`config.mk`:
```
export PLATFORM = sky130hd
export DESIGN_NAME = axi4lite_arb2m
export DESIGN_NICKNAME = d
export VERILOG_FILES = /design/src/rtl/axi4lite_arb2m.sv
export SDC_FILE = /design/constraint.sdc
export NUM_CORES = 1
export LEC_CHECK = 0
export CAP_MARGIN = 15
export CELL_PAD_IN_SITES_DETAIL_PLACEMENT = 0
export CELL_PAD_IN_SITES_GLOBAL_PLACEMENT = 1
export CORE_MARGIN = 2
export CORE_UTILIZATION = 17
export DETAILED_ROUTE_END_ITERATION = 16
export GPL_TIMING_DRIVEN = 0
export PLACE_DENSITY = 0.86
export SLEW_MARGIN = 20
export SYNTH_ARGS = -nofsm -noshare
export SYNTH_HDL_FRONTEND = slang
export SYNTH_SLANG_ARGS = --single-unit
```
`constraint.sdc`:
```
create_clock -name clk -period 2.9 [get_ports clk]
set_input_delay 0.435 -clock clk [delete_from_list [all_inputs] [get_ports clk]]
set_output_delay 0.435 -clock clk [all_outputs]
set_load 0.005 [all_outputs]
```
`src/rtl/axi4lite_arb2m.sv`:
```
// axi4lite_arb2m: transaction-level arbiter/sequencer for a two-master AXI4-lite interconnect.
// It grants one whole read or write transaction at a time to m0 (JTAG debug) or m1 (core data port).
// It latches the target slave index, addr[31:28], so the interconnect muxes can route the transaction.
// Unmapped accesses are terminated locally with DECERR.
// A slave that does not respond within TIMEOUT cycles is aborted with SLVERR.
// Ports:
//   clk, rst                         clock, synchronous active-high reset
//   mX_awvalid/arvalid/wvalid        master request qualifiers
//   mX_awaddr/araddr                 master addresses (only [31:28] is decoded)
//   mX_bready/rready                 master response ready
//   bus_bvalid/bready/rvalid/rready  muxed slave-side response handshake
//   gnt, gnt_wr, slv_sel             latched grant, direction and slave index
//   slv_abort                        one-cycle pulse on timeout
//   err_aready, err_bvalid, err_rvalid, err_resp  arbiter-generated error path
module axi4lite_arb2m #(
    parameter int unsigned PRIO_MODE = 0,
    parameter logic [15:0] SLV_MASK  = 16'h0007,
    parameter int unsigned TIMEOUT   = 1024,
    parameter int unsigned CNT_W     = 11
) (
    input  logic        clk,
    input  logic        rst,
    input  logic        m0_awvalid,
    input  logic        m0_arvalid,
    input  logic        m0_wvalid,
    input  logic [31:0] m0_awaddr,
    input  logic [31:0] m0_araddr,
    input  logic        m0_bready,
    input  logic        m0_rready,
    input  logic        m1_awvalid,
    input  logic        m1_arvalid,
    input  logic        m1_wvalid,
    input  logic [31:0] m1_awaddr,
    input  logic [31:0] m1_araddr,
    input  logic        m1_bready,
    input  logic        m1_rready,
    input  logic        bus_bvalid,
    input  logic        bus_bready,
    input  logic        bus_rvalid,
    input  logic        bus_rready,
    output logic [1:0]  gnt,
    output logic        gnt_wr,
    output logic [3:0]  slv_sel,
    output logic        slv_abort,
    output logic        err_aready,
    output logic        err_bvalid,
    output logic        err_rvalid,
    output logic [1:0]  err_resp
);

    typedef enum logic [1:0] {IDLE, BUSY, ERR_ACC, ERR_RSP} state_e;

    localparam logic [CNT_W-1:0] CNT_LAST = (TIMEOUT == 0) ? '0 : CNT_W'(TIMEOUT - 1);

    state_e           state_q, state_d;
    logic [1:0]       gnt_q, gnt_d;
    logic             gnt_wr_q, gnt_wr_d;
    logic [3:0]       slv_sel_q, slv_sel_d;
    logic             last_gnt_q, last_gnt_d;   // 0 = m0, 1 = m1
    logic [CNT_W-1:0] cnt_q, cnt_d;
    logic             slv_abort_q, slv_abort_d;
    logic             err_aready_q, err_aready_d;
    logic             err_bvalid_q, err_bvalid_d;
    logic             err_rvalid_q, err_rvalid_d;
    logic [1:0]       err_resp_q, err_resp_d;

    logic        req0, req1, win_m1, win_wr;
    logic [31:0] win_addr;
    logic [3:0]  win_slv;
    logic        complete, gnt_ready, gnt_wvalid;
    logic        unused_addr_bits;

    // Arbitration: m1 wins if alone, or in round-robin when m0 had the last grant.
    assign req0     = m0_awvalid | m0_arvalid;
    assign req1     = m1_awvalid | m1_arvalid;
    assign win_m1   = req1 & (~req0 | ((PRIO_MODE == 0) & ~last_gnt_q));
    assign win_wr   = win_m1 ? m1_awvalid : m0_awvalid;
    assign win_addr = win_m1 ? (win_wr ? m1_awaddr : m1_araddr)
                             : (win_wr ? m0_awaddr : m0_araddr);
    assign win_slv  = win_addr[31:28];

    assign complete   = gnt_wr_q ? (bus_bvalid & bus_bready) : (bus_rvalid & bus_rready);
    assign gnt_ready  = gnt_q[1] ? (gnt_wr_q ? m1_bready : m1_rready)
                                 : (gnt_wr_q ? m0_bready : m0_rready);
    assign gnt_wvalid = gnt_q[1] ? m1_wvalid : m0_wvalid;

    assign unused_addr_bits = ^{m0_awaddr[27:0], m0_araddr[27:0], m1_awaddr[27:0], m1_araddr[27:0]};

    // Next-state and registered-output logic
    always_comb begin
        state_d      = state_q;
        gnt_d        = gnt_q;
        gnt_wr_d     = gnt_wr_q;
        slv_sel_d    = slv_sel_q;
        last_gnt_d   = last_gnt_q;
        cnt_d        = cnt_q;
        slv_abort_d  = 1'b0;
        err_aready_d = err_aready_q;
        err_bvalid_d = err_bvalid_q;
        err_rvalid_d = err_rvalid_q;
        err_resp_d   = err_resp_q;
        case (state_q)
            IDLE: begin
                if (req0 | req1) begin
                    gnt_d      = win_m1 ? 2'b10 : 2'b01;
                    gnt_wr_d   = win_wr;
                    slv_sel_d  = win_slv;
                    last_gnt_d = win_m1;
                    cnt_d      = '0;
                    if (SLV_MASK[win_slv]) begin
                        state_d = BUSY;
                    end else begin
                        state_d      = ERR_ACC;
                        err_aready_d = 1'b1;
                        err_resp_d   = 2'b11;
                    end
                end
            end
            BUSY: begin
                // Completion takes precedence over a coincident timeout.
                if (complete) begin
                    state_d   = IDLE;
                    gnt_d     = 2'b00;
                    gnt_wr_d  = 1'b0;
                    slv_sel_d = 4'd0;
                    cnt_d     = '0;
                end else if ((TIMEOUT != 0) && (cnt_q == CNT_LAST)) begin
                    state_d      = ERR_RSP;
                    slv_abort_d  = 1'b1;
                    err_resp_d   = 2'b10;
                    err_bvalid_d = gnt_wr_q;
                    err_rvalid_d = ~gnt_wr_q;
                    cnt_d        = '0;
                end else begin
                    cnt_d = cnt_q + CNT_W'(1);
                end
            end
            ERR_ACC: begin
                // A write is accepted only together with its data beat.
                if (~gnt_wr_q | gnt_wvalid) begin
                    state_d      = ERR_RSP;
                    err_aready_d = 1'b0;
                    err_bvalid_d = gnt_wr_q;
                    err_rvalid_d = ~gnt_wr_q;
                end
            end
            ERR_RSP: begin
                if (gnt_ready) begin
                    state_d      = IDLE;
                    gnt_d        = 2'b00;
                    gnt_wr_d     = 1'b0;
                    slv_sel_d    = 4'd0;
                    err_bvalid_d = 1'b0;
                    err_rvalid_d = 1'b0;
                    err_resp_d   = 2'b00;
                end
            end
            default: state_d = IDLE;
        endcase
    end

    // State and output registers
    always_ff @(posedge clk) begin
        if (rst) begin
            state_q      <= IDLE;
            gnt_q        <= 2'b00;
            gnt_wr_q     <= 1'b0;
            slv_sel_q    <= 4'd0;
            last_gnt_q   <= 1'b1;
            cnt_q        <= '0;
            slv_abort_q  <= 1'b0;
            err_aready_q <= 1'b0;
            err_bvalid_q <= 1'b0;
            err_rvalid_q <= 1'b0;
            err_resp_q   <= 2'b00;
        end else begin
            state_q      <= state_d;
            gnt_q        <= gnt_d;
            gnt_wr_q     <= gnt_wr_d;
            slv_sel_q    <= slv_sel_d;
            last_gnt_q   <= last_gnt_d;
            cnt_q        <= cnt_d;
            slv_abort_q  <= slv_abort_d;
            err_aready_q <= err_aready_d;
            err_bvalid_q <= err_bvalid_d;
            err_rvalid_q <= err_rvalid_d;
            err_resp_q   <= err_resp_d;
        end
    end

    assign gnt        = gnt_q;
    assign gnt_wr     = gnt_wr_q;
    assign slv_sel    = slv_sel_q;
    assign slv_abort  = slv_abort_q;
    assign err_aready = err_aready_q;
    assign err_bvalid = err_bvalid_q;
    assign err_rvalid = err_rvalid_q;
    assign err_resp   = err_resp_q;

endmodule

```
==> results of run 1 <==
==> routing by layer <==
metal / track usage, % / vias to the layer above / wire length [um]
met1: 10.5 / 676 / 1700
met5: 0 / - / 0
met4: 1.21 / 0 / 0
met3: 2.87 / 0 / 315
met2: 16.1 / 42 / 1920
li1: - / 708 / -
==> through the flow <==
stage / setup TNS [ns] / power, mW / cell area [um^2] / utilization, % / hold slack [ns]
floorplan: 0 / 0.913 / 1400 / - / 0.462
global placement: -0.0415 / 1.17 / 1950 / 24.1 / 0.459
detailed placement: -0.222 / 1.18 / 1950 / 24.1 / 0.464
CTS: 0 / 1.40 / 1990 / 24.6 / 0.478
global route: 0 / 1.50 / 2000 / 24.7 / 0.509
finish: 0 / 1.39 / 2000 / 24.7 / 0.474
==> cells in the final DEF, fill, tap and decap left out, types with 2 or more instances in the layout <==
cell | synthesis | final
a32oi_1 | 2 | 2
dfxtp_1 | 27 | 27
nand4_1 | 7 | 7
a21o_1 | 3 | 3
o311ai_0 | 2 | 2
nor3_1 | 3 | 3
nor2_1 | 25 | 25
xnor2_1 | 4 | 4
o211ai_1 | 3 | 3
a22oi_1 | 6 | 6
xor2_1 | 4 | 4
a2111oi_0 | 2 | 2
clkdlybuf4s50_1 | 0 | 42
and3_1 | 8 | 8
o221ai_1 | 2 | 2
clkbuf_1 | 4 | 4
mux2i_1 | 3 | 3
or4_4 | 2 | 2
inv_1 | 2 | 2
nand3_1 | 4 | 4
o21ai_0 | 7 | 7
nand2b_1 | 2 | 2
clkbuf_8 | 0 | 3
nand2_1 | 10 | 10
and2_1 | 3 | 3
a21oi_1 | 10 | 10
==> sequential cells by signal, indices dropped and copies added (netlist names) <==
name        cells
gnt_wr          1
last_gnt_q      1
gnt             2
err_bvalid      1
err_resp        2
slv_abort       1
cnt_q          11
slv_sel         4
state_q         2
err_aready      1
err_rvalid      1
==> logic make-up (layout without fill, tap and decap cells) <==
logic type	Yosys count	in the layout	synth area share (%)
compound gates	44	44	21.8
xor+xnor	8	8	5.02
flops	27	27	38.7
simple gates	72	72	27.3
fa+ha+maj	1	1	0.897
mux	4	4	4.04
buf+inv	8	54	2.24
==> cell type report <==
type | instances | area [um^2]
plain buffers | 5 | 20.0
inverters | 3 | 11.3
clock buffers | 3 | 41.3
flip-flops and latches | 27 | 541
multi-input cells | 129 | 828
clock inverters | 1 | 5.00
repair buffers | 42 | 420
fillers | 925 | 6090
well taps | 105 | 131
==> worst reg2reg max path: cells and delay by family, from the launching register on <==
kind	cells	cell delay, ns
buffers and inverters	1	0.14
AOI/OAI and AO/OA	1	0.17
and+or+nand+nor	3	1.22
DFF	1	0.46
muxes	1	0.20
==> where the power goes <==
group	switching, mW	internal, mW
registers	0.0701	0.455
logic	0.338	0.311
clock network	0.115	0.0962
==> how the worst max path moves through the flow <==
stage                          start          to  slack, ns  cells past startpoint
after global placement    m0_awvalid  state_q[1]      -0.04                      7
after detailed placement  m0_arvalid  state_q[1]      -0.12                      7
after CTS                 m0_arvalid  state_q[1]       0.17                      7
after global routing      m0_awvalid  state_q[1]       0.22                      7
after floorplan           bus_bvalid  err_rvalid       0.75                      6
final                     m0_awvalid  state_q[1]       0.35                      7
==> flow_summary.toml, run 1 <==
[run_status]
status = "complete, no violations"

[global_route]
grt_max_degree = 16
grt_pass1_vias = 1408
grt_pass1_wl_um = 6410
grt.overflow.total = 0
antenna_found_initial = 0
grt_usage_pct = 8.90

[routing]
avgRoutedWirePerCell_um = 12.5
vias_per_cell = 4.53
finalWirelength_um = 3940
via_count = 1426
drt_pass1_iterations = 4
drtIter0Drc = 39
antenna_left = 0
remaining_drc_errors = 0

[worst_setup_path]
path_class = "input pin to flip-flop"
reg2reg_setup_slack_ns = 0.59
r2r-start = "state_q[0]"
cp.arrival_ns = 2.66
reg2reg_depth = 6
cp.buffers_inverters = 1
crit_chain = "clkdlybuf4s50_1 > o21ai_0 > o21ai_1 > nand4_1 > o221ai_1 > a211oi_2 > a2111oi_0"
critPathSlowestCell = "clkdlybuf4s50_1"
crit_family = "compound AO/OA/AOI/OAI gates"
start_kind = "input pin"
r2r_end = "err_rvalid"
max_stage_delay_ns = 0.49
endpoint_kind = "flip-flop"
cp.required_ns = 3.01
crit_path_max_fanout = 10

[clock_network]
insertion_delay_ns = 0.27
cts_resized = 0
cts_root_buf = "clkbuf_8"
cts-buffers-inserted = 3
postCtsSetupRepairBufs = 0
clkSlewWorstSetupHoldPaths_ns = 0.09
ctsHoldBuffers = 0
cts_tree = "yes"
cts_max_level = 1
cts_sinks = 27
ctsLongestPathBuffers = 2

[floorplanning]
core_mm2 = 0.00809
io_pins = 157
start_util_pct = 17.2
die_w_um = 94.6
die_area_mm2 = 0.00895
placement_rows = 33
fp.dieH_um = 94.6

[sta]
finalSetupViolCount = 0
fin_crit_sh_pct = 87.9
relSlewSlack_pct = 50.1
layout_setup_ws_ns = 0.350
final_hold_viol_count = 0
tightest_slew_ns = 0.748
drv_slew = 0
rsz0062_at_grt = "no"
min_period_ns = 2.55
fin_worst_skew_ns = 0.00856
clock.fmax_ghz = 0.392

[power]
p_leak_nw = 0.709
ir_worst_vdd_uv = 152
p_per_area_mw_per_mm2 = 693

[run]
cap_violations = 0

[yosys]
synthCells = 164
synth-edff-count = 0
synth_most_common_cell = "dfxtp_1"
ys_warn_count = 0
ys_seq_area_share_pct = 38.7
syn_nets = 309
ys_top_cells_by_area = "dfxtp_1 (39%), nor2_1 (6.7%), a21oi_1 (3.6%)"
syn_area_per_cell_um2 = 8.51
yosys-top-cells-count = "dfxtp_1 (27), nor2_1 (25), a21oi_1 (10), nand2_1 (10), and3_1 (8)"
synth_largest_area_cell = "dfxtp_1"
ys_seq_elements = 27
yosysTopAreaCellShare_pct = 38.7
synthFlopType = "dfxtp_1"
yosysUniqueCellTypes = 43
async_reset_ff_share_pct = 0
synth_area_mm2 = 0.00140

[worst_hold_path]
holdCritPathClass = "flip-flop to flip-flop"
hold_depth = 2
min_to = "err_bvalid"
hp-start = "err_bvalid"

[finish]
drive_above_1_share_pct = 5.71
area_growth_pct = 43.2
nets = 356
instances_no_fill = 315
n_antenna_cell = 0

[placement]
place_inst = 311
port_buffers = 42
place.detailed.hpwl_um = 3170
place_congestion = 0.809
pre_cts_ws_ns = -0.122
(Power assumes the default switching activity.)
==> inputs of run 2 (changes only) <==
--- a/config.mk
+++ b/config.mk
@@ -5,14 +5,15 @@
 export SDC_FILE = /design/constraint.sdc
 export NUM_CORES = 1
 export LEC_CHECK = 0
-export CAP_MARGIN = 15
+export CAP_MARGIN = 10
 export CELL_PAD_IN_SITES_DETAIL_PLACEMENT = 0
 export CELL_PAD_IN_SITES_GLOBAL_PLACEMENT = 1
 export CORE_MARGIN = 2
 export CORE_UTILIZATION = 17
 export DETAILED_ROUTE_END_ITERATION = 16
-export GPL_TIMING_DRIVEN = 0
+export GPL_TIMING_DRIVEN = 1
 export PLACE_DENSITY = 0.86
+export REMOVE_ABC_BUFFERS = 1
 export SLEW_MARGIN = 20
 export SYNTH_ARGS = -nofsm -noshare
 export SYNTH_HDL_FRONTEND = slang
==> run 2 against run 1 <==
Utilization up 0.34 points. Setup slack better by 0.066 ns. Clock power increased by 7%. Final cell count increased by 0.32%. Clock skew up 0.0012 ns. Sequential share of layout area shrank 0.37 points. Hold slack improved by 0.010 ns. Largest power group unchanged. Fmax rose by 2.7%. Non-clock buffer count increased by 1. Design area grew 1.4%. Register-to-register slack barely moved.
==> flow_summary.toml, run 2 (synthesis results as in run 1) <==
[worst_setup_path]
critPathSlowestCell = "clkdlybuf4s50_1"
crit_path_max_fanout = 10
max_stage_delay_ns = 0.54
cp.required_ns = 3.05
path_class = "input pin to flip-flop"
start_kind = "input pin"
crit_chain = "clkdlybuf4s50_1 > o21ai_0 > o21ai_1 > nand2_1 > o211ai_1 > a211oi_1 > buf_4 > a2111oi_0"
endpoint_kind = "flip-flop"
cp.arrival_ns = 2.64

[finish]
final_cell_mix = "clkdlybuf4s50_1 (44), dfxtp_1 (27), nor2_1 (25)"
area_growth_pct = 45.2
n_antenna_cell = 0
largest_register = "cnt_q"
drive_above_1_share_pct = 6.64
nets = 357
largest_reg_flops = 11
final_common_cell = "clkdlybuf4s50_1"

[power]
p_per_area_mw_per_mm2 = 698
p_leak_nw = 0.722
ir_worst_vdd_uv = 208

[routing]
remaining_drc_errors = 0
antenna_left = 0
drt_pass1_iterations = 4
avgRoutedWirePerCell_um = 12.8
finalWirelength_um = 4050
via_count = 1438
vias_per_cell = 4.55
drtIter0Drc = 101

[sta]
relSlewSlack_pct = 49.5
min_period_ns = 2.48
rsz0062_at_grt = "no"
clock.fmax_ghz = 0.403
fin_crit_sh_pct = 85.6
finalSetupViolCount = 0
fin_tns_setup_ns = 0
drv_slew = 0
fin_worst_skew_ns = 0.00979
tightest_slew_ns = 0.738
final_hold_viol_count = 0
hold_ws_ns = 0.484

[global_route]
antenna_found_initial = 0
grt_pass1_vias = 1414
grt_pass1_wl_um = 6570
grt_max_degree = 18
grt_usage_pct = 9.09
grt.overflow.total = 0

[placement]
place.detailed.hpwl_um = 3160
place_congestion = 0.765
port_buffers = 44

[run]
cap_violations = 0

[floorplanning]
start_util_pct = 17.2
io_pins = 157
placement_rows = 33
fp.dieH_um = 94.6
die_w_um = 94.6
die_area_mm2 = 0.00895
core_mm2 = 0.00809

[clock_network]
cts_sinks = 27
postCtsSetupRepairBufs = 0
insertion_delay_ns = 0.28
cts-buffers-inserted = 3
cts_root_buf = "clkbuf_8"
ctsLongestPathBuffers = 2
clkSlewWorstSetupHoldPaths_ns = 0.10
cts_resized = 0
cts_tree = "yes"
cts_max_level = 1
ctsHoldBuffers = 0

[run_status]
status = "complete, no violations"

[worst_hold_path]
holdCritPathClass = "flip-flop to flip-flop"
-- run 2: changes by cell type in the layout (fill, tap and decap cells not counted) --
cell             change
clkbuf_1             -4
buf_2                -1
a211oi_1             +1
clkinv_2             -1
a211oi_2             -1
buf_4                +4
clkdlybuf4s50_1      +2
clkinvlp_4           +1
-- run 2: worst paths after layout --
path         startpoint    endpoint  cells after the start  slack, ns
max reg2reg  state_q[0]  err_rvalid                      6       0.59
min          err_bvalid  err_bvalid                      2       0.48
max          m0_arvalid  state_q[1]                      8       0.42
min reg2reg  err_bvalid  err_bvalid                      2       0.48
-- run 2: area by class of cell --
type | count | area [um^2]
sequential | 27 | 541
clock buffer | 3 | 41.3
timing repair buffer | 48 | 470
inverter | 3 | 11.3
multi-input combinational | 129 | 823
clock inverter | 1 | 7.51
tap | 105 | 131
fill | 907 | 6070
-- run 2: metrics by stage --
stage / util, % / setup slack (ns) / total power [mW] / area, um^2 / cells
after floorplan: - / 0.758 / 0.901 / 1380 / 159
after global placement: 24.4 / 0.204 / 1.19 / 1980 / 312
after detailed placement: 24.4 / 0.130 / 1.21 / 1980 / 312
after CTS: 25.0 / 0.411 / 1.43 / 2030 / 316
after global routing: 25.0 / 0.197 / 1.53 / 2030 / 316
final: 25.0 / 0.417 / 1.41 / 2030 / 316
-- run 2: critical path, delay by kind of cell --
family / cells / cell delay (ns)
buf+inv: 2 / 0.71
compound gates: 5 / 1.38
simple gates: 1 / 0.12
-- run 2: metal layers --
metal / vias to the layer above / GRT usage [%] / wire length, um
met4: 0 / 0.725 / 12
li1: 710 / - / -
met2: 44 / 16.1 / 1860
met1: 682 / 11.5 / 1860
met5: - / 0 / 0
met3: 2 / 2.47 / 324
-- run 2: report_power, final --
group / total (mW) / internal, mW / switching (mW) / leakage (nW)
logic: 0.647 / 0.325 / 0.322 / 0.480
registers: 0.542 / 0.455 / 0.0870 / 0.221
clock network: 0.225 / 0.0977 / 0.127 / 0.0217
